$ cat config.mk
export PLATFORM = sky130hd
export DESIGN_NAME = mc_port_arbiter
export DESIGN_NICKNAME = d
export VERILOG_FILES = /design/src/rtl/mc_port_arbiter.sv
export SDC_FILE = /design/constraint.sdc
export NUM_CORES = 1
export LEC_CHECK = 0
export ABC_AREA = 1
export ABC_CLOCK_PERIOD_IN_PS = 8950
export CORE_AREA = 4 4 386 388
export DETAILED_ROUTE_END_ITERATION = 10
export DIE_AREA = 0 0 390 392
export GPL_TIMING_DRIVEN = 0
export MAX_ROUTING_LAYER = met4
export SETUP_SLACK_MARGIN = 0.15
export SYNTH_ARGS = -nofsm -noshare
export SYNTH_HDL_FRONTEND = slang
export SYNTH_SLANG_ARGS = --single-unit
$ cat constraint.sdc
create_clock -name clk -period 8.95 [get_ports clk]
set_input_delay 2.685 -clock clk [delete_from_list [all_inputs] [get_ports clk]]
set_output_delay 2.685 -clock clk [all_outputs]
set_load 0.005 [all_outputs]
$ cat src/rtl/mc_port_arbiter.sv
// Round-robin arbiter sharing one MC request/response port among NUM_REQ requesters.
// Requests pass through a one-deep output register; responses are steered back by the rtnctl tag.
module mc_port_arbiter #(
    parameter int NUM_REQ      = 4,
    parameter int ID_W         = 2,
    parameter int RTNCTL_WIDTH = 32,
    parameter int OUT_W        = 8
) (
    input  logic                                   clk,
    input  logic                                   rst_n,
    input  logic [NUM_REQ-1:0]                     req_vld,
    input  logic [NUM_REQ*3-1:0]                   req_cmd,
    input  logic [NUM_REQ*4-1:0]                   req_scmd,
    input  logic [NUM_REQ*48-1:0]                  req_vadr,
    input  logic [NUM_REQ*2-1:0]                   req_size,
    input  logic [NUM_REQ*64-1:0]                  req_data,
    input  logic [NUM_REQ*(RTNCTL_WIDTH-ID_W)-1:0] req_rtnctl,
    output logic [NUM_REQ-1:0]                     req_gnt,
    output logic [NUM_REQ-1:0]                     rsp_vld,
    output logic [2:0]                             rsp_cmd,
    output logic [3:0]                             rsp_scmd,
    output logic [63:0]                            rsp_data,
    output logic [RTNCTL_WIDTH-ID_W-1:0]           rsp_rtnctl,
    input  logic [NUM_REQ-1:0]                     rsp_stall,
    output logic                                   mc_rq_vld,
    output logic [2:0]                             mc_rq_cmd,
    output logic [3:0]                             mc_rq_scmd,
    output logic [47:0]                            mc_rq_vadr,
    output logic [1:0]                             mc_rq_size,
    output logic [63:0]                            mc_rq_data,
    output logic [RTNCTL_WIDTH-1:0]                mc_rq_rtnctl,
    input  logic                                   mc_rq_stall,
    input  logic                                   mc_rs_vld,
    input  logic [2:0]                             mc_rs_cmd,
    input  logic [3:0]                             mc_rs_scmd,
    input  logic [63:0]                            mc_rs_data,
    input  logic [RTNCTL_WIDTH-1:0]                mc_rs_rtnctl,
    output logic                                   mc_rs_stall,
    output logic [NUM_REQ-1:0]                     outstanding_any,
    output logic                                   idle
);
    localparam int RW = RTNCTL_WIDTH - ID_W;

    // Handshakes: an MC request transfers when mc_rq_vld && !mc_rq_stall; req_gnt[i] means requester
    // i's fields are consumed this cycle; an MC response is accepted when mc_rs_vld && !mc_rs_stall.

    logic                    rq_vld_q, rq_vld_d;
    logic [2:0]              rq_cmd_q, rq_cmd_d;
    logic [3:0]              rq_scmd_q, rq_scmd_d;
    logic [47:0]             rq_vadr_q, rq_vadr_d;
    logic [1:0]              rq_size_q, rq_size_d;
    logic [63:0]             rq_data_q, rq_data_d;
    logic [RTNCTL_WIDTH-1:0] rq_rtnctl_q, rq_rtnctl_d;
    logic [ID_W-1:0]         ptr_q, ptr_d;
    logic [OUT_W-1:0]        cnt_q [NUM_REQ];
    logic [OUT_W-1:0]        cnt_d [NUM_REQ];

    logic                    load;
    logic [NUM_REQ-1:0]      elig;
    logic                    hi_found, lo_found, win_found;
    logic [ID_W-1:0]         hi_idx, lo_idx, win_idx;
    logic [2:0]              sel_cmd;
    logic [3:0]              sel_scmd;
    logic [47:0]             sel_vadr;
    logic [1:0]              sel_size;
    logic [63:0]             sel_data;
    logic [RW-1:0]           sel_rtnctl;

    logic [ID_W-1:0]         rs_id;
    logic                    rs_id_ok;
    logic                    rs_acc;
    logic                    dec_zero;

    assign load = rst_n && (!rq_vld_q || !mc_rq_stall);

    // Winner is the lowest eligible index at/after the pointer, else the lowest eligible overall.
    always_comb begin
        hi_found = 1'b0;
        lo_found = 1'b0;
        hi_idx   = '0;
        lo_idx   = '0;
        for (int i = NUM_REQ - 1; i >= 0; i--) begin
            elig[i] = req_vld[i] && (cnt_q[i] != {OUT_W{1'b1}});
            if (elig[i]) begin
                lo_found = 1'b1;
                lo_idx   = ID_W'(i);
                if (ID_W'(i) >= ptr_q) begin
                    hi_found = 1'b1;
                    hi_idx   = ID_W'(i);
                end
            end
        end
        win_found = lo_found;
        win_idx   = hi_found ? hi_idx : lo_idx;
    end

    always_comb begin
        sel_cmd    = '0;
        sel_scmd   = '0;
        sel_vadr   = '0;
        sel_size   = '0;
        sel_data   = '0;
        sel_rtnctl = '0;
        req_gnt    = '0;
        for (int i = 0; i < NUM_REQ; i++) begin
            if (win_idx == ID_W'(i)) begin
                sel_cmd    = req_cmd[i*3 +: 3];
                sel_scmd   = req_scmd[i*4 +: 4];
                sel_vadr   = req_vadr[i*48 +: 48];
                sel_size   = req_size[i*2 +: 2];
                sel_data   = req_data[i*64 +: 64];
                sel_rtnctl = req_rtnctl[i*RW +: RW];
                req_gnt[i] = load && win_found;
            end
        end
    end

    always_comb begin
        rq_vld_d    = rq_vld_q;
        rq_cmd_d    = rq_cmd_q;
        rq_scmd_d   = rq_scmd_q;
        rq_vadr_d   = rq_vadr_q;
        rq_size_d   = rq_size_q;
        rq_data_d   = rq_data_q;
        rq_rtnctl_d = rq_rtnctl_q;
        ptr_d       = ptr_q;
        if (load) begin
            rq_vld_d    = win_found;
            rq_cmd_d    = win_found ? sel_cmd : '0;
            rq_scmd_d   = win_found ? sel_scmd : '0;
            rq_vadr_d   = win_found ? sel_vadr : '0;
            rq_size_d   = win_found ? sel_size : '0;
            rq_data_d   = win_found ? sel_data : '0;
            rq_rtnctl_d = win_found ? {win_idx, sel_rtnctl} : '0;
            if (win_found) begin
                ptr_d = (win_idx == ID_W'(NUM_REQ - 1)) ? '0 : win_idx + ID_W'(1);
            end
        end
    end

    assign rs_id       = mc_rs_rtnctl[RTNCTL_WIDTH-1 -: ID_W];
    assign rs_id_ok    = ({1'b0, rs_id} < (ID_W + 1)'(NUM_REQ));
    assign mc_rs_stall = |rsp_stall;
    assign rs_acc      = mc_rs_vld && !mc_rs_stall;
    assign rsp_cmd     = mc_rs_cmd;
    assign rsp_scmd    = mc_rs_scmd;
    assign rsp_data    = mc_rs_data;
    assign rsp_rtnctl  = mc_rs_rtnctl[RW-1:0];

    // A grant and an accepted response on the same requester cancel out.
    always_comb begin
        dec_zero = 1'b0;
        for (int i = 0; i < NUM_REQ; i++) begin
            rsp_vld[i] = mc_rs_vld && rs_id_ok && (rs_id == ID_W'(i));
            cnt_d[i]   = cnt_q[i];
            if (req_gnt[i] && !(rs_acc && rsp_vld[i])) begin
                cnt_d[i] = cnt_q[i] + OUT_W'(1);
            end else if (!req_gnt[i] && rs_acc && rsp_vld[i]) begin
                if (cnt_q[i] != '0) cnt_d[i] = cnt_q[i] - OUT_W'(1);
            end
            if (rs_acc && rsp_vld[i] && (cnt_q[i] == '0)) dec_zero = 1'b1;
            outstanding_any[i] = (cnt_q[i] != '0);
        end
    end

    assign idle = !rq_vld_q && !(|outstanding_any);

    always_ff @(posedge clk or negedge rst_n) begin
        if (!rst_n) begin
            rq_vld_q    <= 1'b0;
            rq_cmd_q    <= '0;
            rq_scmd_q   <= '0;
            rq_vadr_q   <= '0;
            rq_size_q   <= '0;
            rq_data_q   <= '0;
            rq_rtnctl_q <= '0;
            ptr_q       <= '0;
            for (int i = 0; i < NUM_REQ; i++) cnt_q[i] <= '0;
        end else begin
            rq_vld_q    <= rq_vld_d;
            rq_cmd_q    <= rq_cmd_d;
            rq_scmd_q   <= rq_scmd_d;
            rq_vadr_q   <= rq_vadr_d;
            rq_size_q   <= rq_size_d;
            rq_data_q   <= rq_data_d;
            rq_rtnctl_q <= rq_rtnctl_d;
            ptr_q       <= ptr_d;
            for (int i = 0; i < NUM_REQ; i++) cnt_q[i] <= cnt_d[i];
        end
    end

    assign mc_rq_vld    = rq_vld_q;
    assign mc_rq_cmd    = rq_cmd_q;
    assign mc_rq_scmd   = rq_scmd_q;
    assign mc_rq_vadr   = rq_vadr_q;
    assign mc_rq_size   = rq_size_q;
    assign mc_rq_data   = rq_data_q;
    assign mc_rq_rtnctl = rq_rtnctl_q;

    // Responses carrying an unknown tag, or for a requester with nothing outstanding, are errors.
    a_rs_id: assert property (@(posedge clk) disable iff (!rst_n) mc_rs_vld |-> rs_id_ok);
    a_cnt_underflow: assert property (@(posedge clk) disable iff (!rst_n) !dec_zero);

endmodule

==> results of run 1 <==
==> state kept, by name (all words and copies together) (netlist names) <==
name	count
cnt_q	32
mc_rq_rtnctl	32
mc_rq_vadr	48
mc_rq_vld	1
mc_rq_size	2
mc_rq_data	64
mc_rq_cmd	3
mc_rq_scmd	4
ptr_q	2
==> per-layer routing <==
layer	track usage, %	vias to the layer above	part of all wire, %
met3	7.460	105	10
met5	-	-	0
li1	-	7676	-
met4	3.427	0	2.0
met2	25.48	848	48
met1	17.21	8242	40
==> per-stage QoR <==
step,util [%],hold slack (ns),std cells,setup TNS (ns)
detailed placement,16.92,0.4722,4476,-0.3281
floorplan,-,0.4616,1672,0
finish,17.43,0.4887,4542,0
CTS,17.37,0.4931,4510,0
global placement,16.90,0.4676,4475,-2002.69
global route,17.42,0.5162,4537,0
==> path summary, 6_finish.rpt <==
kind                                 from        endpoint  slack [ns]  cells past startpoint
max reg2reg                      cnt_q[9]  mc_rq_data[24]        4.06                     16
max                            req_vld[2]      req_gnt[2]        0.37                     12
max in group asynchronous           rst_n   mc_rq_data[5]        5.46                      2
min                        mc_rq_data[59]  mc_rq_data[59]        0.49                      2
min reg2reg                mc_rq_data[59]  mc_rq_data[59]        0.49                      2
min in group asynchronous           rst_n  mc_rq_vadr[42]        2.16                      1
==> critical path, cell delays in order <==
cell             delay [ns]
clkdlybuf4s50_1        0.51
nand2_2                0.09
inv_1                  0.07
o21ai_0                0.12
nand2_1                0.11
o21bai_1               0.16
inv_1                  0.14
ha_2                   0.51
clkbuf_4               0.50
nand3_1                0.16
inv_1                  0.19
clkdlybuf4s50_1        0.61
==> power groups by stage <==
stage | Combinational [mW] | Sequential, mW | Clock, mW
2_1_floorplan | 1.98 | 1.54 | 0
3_3_place_gp | 4.65 | 1.56 | 0
3_5_place_dp | 4.66 | 1.56 | 0
4_1_cts | 4.69 | 1.56 | 0.932
5_1_grt | 5.00 | 1.61 | 0.959
6_report | 4.58 | 1.56 | 0.883
==> cell type report <==
class                      instances  share of cell area (%)
clock inverter                    15                  0.7654
inverter                          61                  0.9184
tap                             1917                   9.466
buffer                           230                   5.264
clock buffer                      17                   1.679
sequential                       188                   18.57
antenna                           32                  0.3160
multi-input combinational       1193                   27.79
timing repair buffer             889                   35.24
==> placed cells by master, fill, tap and decap left out, types with 54 or more instances in the layout <==
master,Yosys,layout
a21oi_1,61,61
clkbuf_1,83,78
o21ai_0,183,183
buf_4,103,104
a22oi_1,83,83
nand2_1,382,382
clkdlybuf4s50_1,0,885
mux2i_1,83,83
dfrtp_1,188,188
inv_1,56,56
nor2_1,54,54
nand3_1,73,73
==> cell families after synthesis <==
kind of cell / synth area share, %
mux: 6.248
buf+inv: 11.68
xor+xnor: 1.581
fa+ha+maj: 3.237
simple gates: 17.36
compound gates: 24.51
flops: 35.38
==> timing repair <==
action,in CTS,in global routing
buffers inserted,2,0
hold buffers,0,0
pin swaps,1,0
gates cloned,0,0
endpoints found under the setup margin,2,2
gates resized for setup,1,2
==> results.yml, run 1 <==
power_and_ir_drop:
  vdd_drop_max_uv: 95.33
  power_switching_mw: 3.504
  p_int_mw: 3.519
  p_seq_share_pct: 22.2
  combPwrFrac_pct: 65.2
  finalPower_mw: 7.023
  powerDensity_nw_per_um2: 277.2
  power_frac_clock_pct: 12.6
  p_leak_nw: 9.660
  p_sw_share_pct: 49.90
worst_setup_path:
  crit_arrival_ns: 5.90
  path_max_fanout: 10
  critPathCaptureType: "output port"
  cp.required_ns: 6.27
  crit_type: "in2out"
  startpoint_type: "primary input"
timing:
  period_needed_ns: 8.583
  rsz0062_at_grt: "true"
  finalHoldViolCount: 0
  setup_viol: 0
  worst_pin_slew_ns: 1.392
  min_period_over_period_pct: 95.90
  relSlewSlack_pct: 7.200
  drv_slew: 0
  fmax_mhz: 116.5
  clock_skew_ns: 0.01773
  finalWorstSetupSlack_ns: 0.3672
placed_design:
  placed_area_um2: 24600
  numPortBuffers: 886
  hpwlAfterDp_um: 103100
  globalplace.congestion: 0.9304
  pre_cts_ws_ns: -0.2847
synthesis:
  synth_common_cells: "nand2_1, dfrtp_1, o21ai_0"
  yosys_most_used_dff: "dfrtp_1"
  synth_top_area_share_pct: 35.38
  synth.area.top_cells: "dfrtp_1, nand2_1, o21ai_0, mux2i_1, buf_4"
  syn_inst: 1672
  async_flop_share_pct: 100.0
  yosys.area.top_type: "dfrtp_1"
  synth_area_um2: 13300
  ys_seq_area_share_pct: 35.38
  synth_warnings: 0
  synth_most_common_cell: "nand2_1"
  avgSynthCellArea_um2: 7.952
  synth-edff-count: 0
  synth_seq_cells: 188
  ys_types: 38
  syn_nets: 2423
clock_network:
  cts_root_buffer: "clkbuf_16"
  clock-sinks: 188
  cts_tree: "built"
  clk_pin_slew_ns: 0.09
  insertion_delay_ns: 0.54
  cts_max_level: 4
  clockBufferDepth: 2
  numCtsBuffers: 17
global_route:
  grt_max_degree: 98
  grt_use_total_pct: 15.57
  grt-ovfl-total: 0
  grt_pass1_wl_um: 153400
  antenna_found_initial: 61
  grt_pass1_vias: 16850
final_layout:
  fin_nets: 3331
  final_area_um2: 25340
  fillers: 16450
  area_delta_synth_final_pct: 90.57
  regArea_um2: 4705
  drive_gt1_share_pct: 8.523
  multi_input_area_um2: 7042
hold_path:
  hp-class: "reg2reg"
floorplanning:
  core-area_um2: 145400
  num_rows: 140
  die_height_um: 392
  boundaryPins: 988
  fp.dieW_um: 390
  start_util_pct: 9.145
  die_area_um2: 152900
route:
  dr_total_vias: 16870
  drt-total-wl_um: 121800
  drc: 0
  viasPerCell: 3.714
  wl_per_cell_um: 26.82
  final_antenna_net_count: 0
  drt_first_pass_iters: 7
  drt_iter0_markers: 1197
job:
  max-cap-violations: 0
status:
  status: "finished clean"
Power figures use the tool's default switching activity.
==> run 2: changes to the inputs <==
--- a/config.mk
+++ b/config.mk
@@ -7,9 +7,11 @@
 export LEC_CHECK = 0
 export ABC_AREA = 1
 export ABC_CLOCK_PERIOD_IN_PS = 8950
-export CORE_AREA = 4 4 386 388
+export CORE_AREA = 4 4 387 389
+export CTS_BUF_LIST = sky130_fd_sc_hd__clkbuf_8
 export DETAILED_ROUTE_END_ITERATION = 10
-export DIE_AREA = 0 0 390 392
+export DIE_AREA = 0 0 391 393
+export DONT_BUFFER_PORTS = 1
 export GPL_TIMING_DRIVEN = 0
 export MAX_ROUTING_LAYER = met4
 export SETUP_SLACK_MARGIN = 0.15
==> results.yml, run 2 (synthesis gave the netlist of run 1 again) <==
route:
  drt_iter0_markers: 1426
  wl_per_cell_um: 31.89
  viasPerCell: 3.804
  final_antenna_net_count: 0
  drt_first_pass_iters: 7
  drc: 0
  dr_total_vias: 14030
  drt-total-wl_um: 117600
clock_network:
  insertion_delay_ns: 0.65
  clockBufferDepth: 2
  clk_pin_slew_ns: 0.13
  cts.repair.resized: 0
  cts_tree: "built"
  post_cts_buffers: 0
  cts_max_level: 4
  clock-sinks: 188
  cts_root_buffer: "clkbuf_8"
  hold_buffers: 0
  numCtsBuffers: 17
placed_design:
  globalplace.congestion: 0.9725
  numPortBuffers: 0
  hpwlAfterDp_um: 99350
worst_setup_path:
  crit_arrival_ns: 5.54
  cp.required_ns: 6.27
  rr_worst_depth: 17
  startpoint_type: "primary input"
  path_max_fanout: 10
  critPathCaptureType: "output port"
  crit_type: "in2out"
final_layout:
  drive_gt1_share_pct: 12.73
  final_common_cell: "nand2_1"
  area_delta_synth_final_pct: 22.88
  largest_reg_flops: 64
  final_cell_mix: "nand2_1, dfrtp_1, o21ai_0, buf_4"
  fin_nets: 2443
timing:
  setup_viol: 0
  period_needed_ns: 8.225
  relSlewSlack_pct: 7.849
  hold-worst-slack_ns: 0.5236
  drv_slew: 0
  worst_pin_slew_ns: 1.382
  finalHoldViolCount: 0
  min_period_over_period_pct: 91.90
  clock_skew_ns: 0.03855
  fmax_mhz: 121.6
  rsz0062_at_grt: "false"
  finalSetupTns_ns: 0
job:
  max-cap-violations: 0
global_route:
  grt_use_total_pct: 14.87
  use_met2_pct: 21.82
  use_met1_pct: 15.18
  grt_busiest_layer: "met2"
  grt_use_met3_pct: 9.707
  grt-ovfl-total: 0
  grt_pass1_wl_um: 141500
  grt_max_degree: 190
  antenna_found_initial: 72
  grt_pass1_vias: 13220
hold_path:
  holdPathStages: 2
  hp-class: "reg2reg"
floorplanning:
  fp.dieW_um: 391
  start_util_pct: 9.059
  die_area_um2: 153700
  die_height_um: 393
  num_rows: 141
  boundaryPins: 988
  core-area_um2: 146800
power_and_ir_drop:
  p_leak_nw: 6.153
  vdd_drop_max_uv: 161.2
  powerDensity_nw_per_um2: 366.1
status:
  status: "finished clean"
[run 2: worst max-delay path: stages]
cell and delay [ns]:
nand2_2 0.07, inv_1 0.05, o21ai_0 0.11, nand2_1 0.11
nor2_1 0.10, nand2_1 0.05, nand2_1 0.21, ha_1 0.93
buf_2 0.68, nand3_1 0.20, inv_1 0.32
[run 2: layout make-up]
| cell class | instances | area (µm²) |
|---|---|---|
| inverters | 61 | 229.0 |
| clock inverters | 15 | 231.5 |
| repair buffers | 1 | 20.02 |
| plain buffers | 230 | 1333 |
| diodes | 53 | 132.6 |
| multi-input cells | 1193 | 7039 |
| well taps | 1930 | 2415 |
| flip-flops and latches | 188 | 4705 |
| clock buffers | 17 | 234.0 |
| fillers | 17070 | 130400 |
[run 2: power by group]
| group | internal [mW] | switching [mW] | leakage, nW |
|---|---|---|---|
| sequential | 1.26 | 0.666 | 2.38 |
| combinational | 1.02 | 2.27 | 3.54 |
| clock | 0.294 | 0.471 | 0.234 |
[run 2: routing by layer]
metal,routed length (µm),up-vias,part of all wire [%]
li1,-,5915,-
met1,42150,6822,36
met2,52460,1069,45
met3,17020,223,14
met4,5973,0,5.1
met5,0,-,0
[run 2: final timing paths]
kind                            start              to  slack, ns
setup / recovery           req_vld[2]      req_gnt[2]       0.72
hold / removal              cnt_q[31]       cnt_q[31]       0.52
setup reg to reg             cnt_q[8]  mc_rq_data[23]       3.50
hold reg to reg             cnt_q[31]       cnt_q[31]       0.52
max in group asynchronous       rst_n   mc_rq_data[3]       6.51
min in group asynchronous       rst_n  mc_rq_vadr[33]       1.74
[run 2: through the flow]
step | cell area [µm²] | utilization (%) | worst slack (ns) | total power, mW | instances
after global placement | 15710 | 10.70 | 0.5822 | 5.222 | 3602
after global routing | 16310 | 11.11 | 0.3853 | 6.455 | 3678
after detailed placement | 15740 | 10.72 | 0.5541 | 5.284 | 3603
after CTS | 16200 | 11.04 | 0.5517 | 6.089 | 3635
after floorplan | 13300 | - | 2.264 | 3.519 | 1672
final | 16340 | 11.13 | 0.7250 | 5.982 | 3688
